`src/rtl/uart_tx_ctrl.sv`:
```
//------------------------------------------------------------------------------
// uart_tx_ctrl : UART transmit sequencer (start, LSB-first data, parity, stop)
// Revision     : 1.0  initial release
//------------------------------------------------------------------------------
`default_nettype none

module uart_tx_ctrl #(
    parameter int DBIT    = 8,
    parameter int SB_TICK = 16
) (
    input  logic            clk,
    input  logic            reset,
    input  logic            s_tick,
    input  logic            tx_start,
    input  logic [DBIT-1:0] din,
    input  logic            parity_en,
    input  logic            parity_odd,
    input  logic            stop2,
    output logic            tx,
    output logic            busy,
    output logic            tx_done_tick
);

    localparam int SW = $clog2(2 * SB_TICK);
    localparam int NW = (DBIT > 1) ? $clog2(DBIT) : 1;

    localparam logic [2:0] c_S_IDLE   = 3'd0;
    localparam logic [2:0] c_S_START  = 3'd1;
    localparam logic [2:0] c_S_DATA   = 3'd2;
    localparam logic [2:0] c_S_PARITY = 3'd3;
    localparam logic [2:0] c_S_STOP   = 3'd4;

    localparam logic [SW-1:0] c_BIT_LAST  = SW'(15);
    localparam logic [SW-1:0] c_STOP1_LIM = SW'(SB_TICK - 1);
    localparam logic [SW-1:0] c_STOP2_LIM = SW'(2 * SB_TICK - 1);
    localparam logic [NW-1:0] c_N_LAST    = NW'(DBIT - 1);

    logic [2:0]      r_state, w_state_nxt;
    logic [SW-1:0]   r_s, w_s_nxt;
    logic [NW-1:0]   r_n, w_n_nxt;
    logic [DBIT-1:0] r_b, w_b_nxt;
    logic            r_pe, w_pe_nxt;
    logic            r_s2, w_s2_nxt;
    logic            r_par, w_par_nxt;
    logic            r_tx, w_tx_nxt;
    logic            r_busy, w_busy_nxt;
    logic            r_done, w_done_nxt;
    logic [SW-1:0]   w_stop_lim;

    assign w_stop_lim = r_s2 ? c_STOP2_LIM : c_STOP1_LIM;

    always_ff @(posedge clk) begin
        if (reset) begin
            r_state <= c_S_IDLE;
            r_s     <= '0;
            r_n     <= '0;
            r_b     <= '0;
            r_pe    <= 1'b0;
            r_s2    <= 1'b0;
            r_par   <= 1'b0;
            r_tx    <= 1'b1;
            r_busy  <= 1'b0;
            r_done  <= 1'b0;
        end else begin
            r_state <= w_state_nxt;
            r_s     <= w_s_nxt;
            r_n     <= w_n_nxt;
            r_b     <= w_b_nxt;
            r_pe    <= w_pe_nxt;
            r_s2    <= w_s2_nxt;
            r_par   <= w_par_nxt;
            r_tx    <= w_tx_nxt;
            r_busy  <= w_busy_nxt;
            r_done  <= w_done_nxt;
        end
    end

    always_comb begin
        w_state_nxt = r_state;
        w_s_nxt     = r_s;
        w_n_nxt     = r_n;
        w_b_nxt     = r_b;
        w_pe_nxt    = r_pe;
        w_s2_nxt    = r_s2;
        w_par_nxt   = r_par;
        case (r_state)
            c_S_IDLE: begin
                // A tick coinciding with acceptance is dropped: START begins at s=0.
                if (tx_start) begin
                    w_b_nxt     = din;
                    w_pe_nxt    = parity_en;
                    w_s2_nxt    = stop2;
                    w_par_nxt   = (^din) ^ parity_odd;
                    w_s_nxt     = '0;
                    w_state_nxt = c_S_START;
                end
            end
            c_S_START: begin
                if (s_tick) begin
                    if (r_s == c_BIT_LAST) begin
                        w_s_nxt     = '0;
                        w_n_nxt     = '0;
                        w_state_nxt = c_S_DATA;
                    end else begin
                        w_s_nxt = r_s + 1'b1;
                    end
                end
            end
            c_S_DATA: begin
                if (s_tick) begin
                    if (r_s == c_BIT_LAST) begin
                        w_s_nxt = '0;
                        w_b_nxt = r_b >> 1;
                        if (r_n == c_N_LAST) begin
                            w_state_nxt = r_pe ? c_S_PARITY : c_S_STOP;
                        end else begin
                            w_n_nxt = r_n + 1'b1;
                        end
                    end else begin
                        w_s_nxt = r_s + 1'b1;
                    end
                end
            end
            c_S_PARITY: begin
                if (s_tick) begin
                    if (r_s == c_BIT_LAST) begin
                        w_s_nxt     = '0;
                        w_state_nxt = c_S_STOP;
                    end else begin
                        w_s_nxt = r_s + 1'b1;
                    end
                end
            end
            c_S_STOP: begin
                if (s_tick) begin
                    if (r_s == w_stop_lim) begin
                        w_s_nxt     = '0;
                        w_state_nxt = c_S_IDLE;
                    end else begin
                        w_s_nxt = r_s + 1'b1;
                    end
                end
            end
            default: w_state_nxt = c_S_IDLE;
        endcase
    end

    // Outputs are decoded from the upcoming state so the registered pins line up with it.
    always_comb begin
        w_tx_nxt   = 1'b1;
        w_busy_nxt = (w_state_nxt != c_S_IDLE);
        w_done_nxt = (r_state == c_S_STOP) && s_tick && (r_s == w_stop_lim);
        case (w_state_nxt)
            c_S_START:  w_tx_nxt = 1'b0;
            c_S_DATA:   w_tx_nxt = w_b_nxt[0];
            c_S_PARITY: w_tx_nxt = r_par;
            default:    w_tx_nxt = 1'b1;
        endcase
    end

    assign tx           = r_tx;
    assign busy         = r_busy;
    assign tx_done_tick = r_done;

endmodule

`default_nettype wire

```
`config.mk`:
```
export PLATFORM = sky130hd
export DESIGN_NAME = uart_tx_ctrl
export DESIGN_NICKNAME = d
export VERILOG_FILES = /design/src/rtl/uart_tx_ctrl.sv
export SDC_FILE = /design/constraint.sdc
export NUM_CORES = 1
export LEC_CHECK = 0
export ABC_CLOCK_PERIOD_IN_PS = 2350
export BUFFER_PORTS_ARGS = -buffer_cell sky130_fd_sc_hd__buf_4
export CAP_MARGIN = 30
export CORE_MARGIN = 2
export CORE_UTILIZATION = 45
export CTS_CLUSTER_SIZE = 24
export DETAILED_ROUTE_END_ITERATION = 10
export HOLD_SLACK_MARGIN = 0.05
export SLEW_MARGIN = 30
export SYNTH_ARGS = -nofsm -noshare
export SYNTH_HDL_FRONTEND = slang
export SYNTH_SLANG_ARGS = --single-unit
export TNS_END_PERCENT = 5
```
`constraint.sdc`:
```
create_clock -name clk -period 2.35 [get_ports clk]
set_clock_uncertainty 0.15 [all_clocks]
set_input_delay 0.1175 -clock clk [delete_from_list [all_inputs] [get_ports clk]]
set_output_delay 0.1175 -clock clk [all_outputs]
set_load 0.005 [all_outputs]
```
==> flow_summary.toml <==
[power_and_ir_drop]
finalPower_uw = 812
leakagePower_nw = 0.681
powerDensity_nw_per_um2 = 477
ir_drop_mv = 0.262

[yosys]
postSynthCellCount = 159
yosys.area.top_type = "dfxtp_1"
async_reset_ff_frac = 0
yosysSeqAreaShare = 0.357
synth.avg_cell_area_um2 = 8.81
synth_flop_cell = "dfxtp_1"
synth_edf_count = 0
netlist_top_cells_area = "dfxtp_1 36%, ha_1 5.4%, nand2_1 4.6%"
ys_warn_count = 0
netlist.area_leader.share = 0.357
syn-cell-area_um2 = 1400
ys_types = 47
ys_ff_latch = 25
synth_nets = 180

[run_status]
status = "finished clean"

[sta]
min_period_ps = 2260
rsz0062_at_grt = "false"
setup_tns_ps = 0
fin_crit_sh = 0.961
maxSlewHeadroom = 0.600
hold_viol = 0
drv_slew = 0
max_freq_mhz = 443
finalSetupViolCount = 0
tightestPinTransition_ps = 598
timing.hold.ws_ps = 89.3

[global_route]
grt_pass1_wl_um = 5340
grt_pass1_vias = 1276
grt_overflow = 0
grt_max_degree = 24
grt_usage = 0.195
antenna_found_initial = 0

[routing]
wl_um = 3110
ant_nets = 0
vias = 1266
dr.pass1.iters = 4
drc_errors = 0
drt_iter0_drc = 42
vias_per_cell = 5.78
wire_per_inst_um = 14.2

[cts]
worstSkewPairLatency_ps = 310
cts_tree = "yes"
cts_root_buffer = "clkbuf_4"
clk_transition_reported_paths_ps = 130
post_cts_buffers = 0
clockBufferDepth = 2
numCtsBuffers = 3
h-tree-depth = 1
cts_sinks = 25

[critical_path]
critPathMaxStageDelay_ps = 730
crit_fanout = 16
end_kind = "flip-flop"
crit_arrival_ps = 2320
reg2regPathDepth = 4
crit_chain = "or4b_1 -> o211ai_1 -> a21oi_1 -> dlygate4sd3_1"
cp-start-kind = "flip-flop"
crit_slowest_cell = "or4b_1"
crit_type = "reg -> reg"
cp.required_ps = 2410

[placed_design]
dpl.hpwl_um = 2260
portBuffers = 17
place_area_um2 = 1540
gp_congestion = 0.809

[cells_and_area]
diodes = 0
area_growth_pct = 21.3
drive_above_1_share = 0.172
fin_nets = 208
final_util = 0.566
final_area_um2 = 1700

[min_path]
hp-class = "in -> reg"
worstHoldPathCells = 4

[die]
start_util = 0.467
ios = 18
row_count = 20
die_y_um = 59.8
core_um2 = 3000
die_w_um = 59.8
die_area_um2 = 3580

[flow_run]
drv_cap = 0
-- flip-flops by register name (all words and copies together), names as in the netlist --
name,count
r_b,8
r_s,5
r_n,3
r_state,3
busy,1
r_par,1
r_pe,1
r_s2,1
tx,1
tx_done_tick,1
-- per-layer routing --
layer	wire [um]	part of all wire	GRT usage
met5	0	0	0
met4	53	0.017	0.0698
met3	110	0.035	0.0216
met2	1580	0.51	0.360
met1	1370	0.44	0.230
-- final cells by class --
class	instances	area, um^2
fill	297	1300
timing repair buffer	31	265
multi-input combinational	117	832
inverter	9	33.8
sequential	25	502
tap	33	41.3
clock buffer	4	26.3
-- where the power goes --
part	internal [mW]	switching (mW)
registers	0.447	0.0182
clock network	0.0663	0.123
logic	0.0840	0.0732
-- cells in the final DEF, fill, tap and decap left out, types with 2 or more instances in the layout --
cell,count
a211oi_1,3
a21boi_0,2
a21o_1,2
a21oi_1,12
a221oi_1,2
a22oi_1,6
a31oi_1,2
and2_1,2
and3b_1,2
buf_4,18
clkbuf_4,3
dfxtp_1,24
dlygate4sd3_1,13
ha_1,5
inv_1,9
mux2i_1,2
nand2_1,17
nand2b_1,3
nand3_1,8
nor2_1,4
nor2_2,2
nor3_1,2
nor3b_1,2
o211ai_1,2
o21ai_0,7
or3_1,4
xnor2_1,2
xnor3_1,2
xor2_1,3
-- what timing repair did --
action / in CTS / in global routing
hold buffers: 13 / 0
resized for setup: 0 / 2
hold endpoints to repair: 20 / 0
setup endpoints to repair: 0 / 2
-- worst max-delay path, delay by kind of cell (launching register included) --
family | cells | cell delay, ps
AND/OR/NAND/NOR | 1 | 730
flip-flops | 1 | 480
buffers and inverters | 1 | 570
AO/OA/AOI/OAI | 2 | 240
-- kinds of logic (layout without fill, tap and decap cells) --
logic type      Yosys count  count (layout)  synth area share
xor+xnor                  7               7            0.0634
mux                       2               2            0.0143
compound gates           48              48             0.244
flops                    25              25             0.357
simple gates             54              54             0.217
fa+ha+maj                 6               6            0.0536
buf+inv                  17              44            0.0509
-- synth_stat cells (4+ instances only) --
| library cell | n |
|---|---|
| a21oi_1 | 12 |
| dfxtp_1 | 25 |
| nand2_1 | 17 |
| ha_1 | 6 |
| nor2_1 | 4 |
| a22oi_1 | 6 |
| or3_1 | 4 |
| nand3_1 | 8 |
| o21ai_0 | 7 |
| clkbuf_1 | 4 |
| inv_1 | 9 |
-- per-stage QoR --
stage	setup slack, ps	std cells
finish	91.1	219
global placement	224	202
CTS	100	219
floorplan	276	159
global route	0.844	219
detailed placement	169	202
-- path summary, 6_finish.rpt --
check	from	slack (ps)	endpoint
worst max-delay path	r_state[0]	90	r_b[7]
worst min-delay path	s_tick	90	tx_done_tick
worst max register to register	r_state[0]	90	r_b[7]
worst min register to register	r_b[5]	320	r_b[5]
Note: power is estimated with default switching activity, not from simulation.
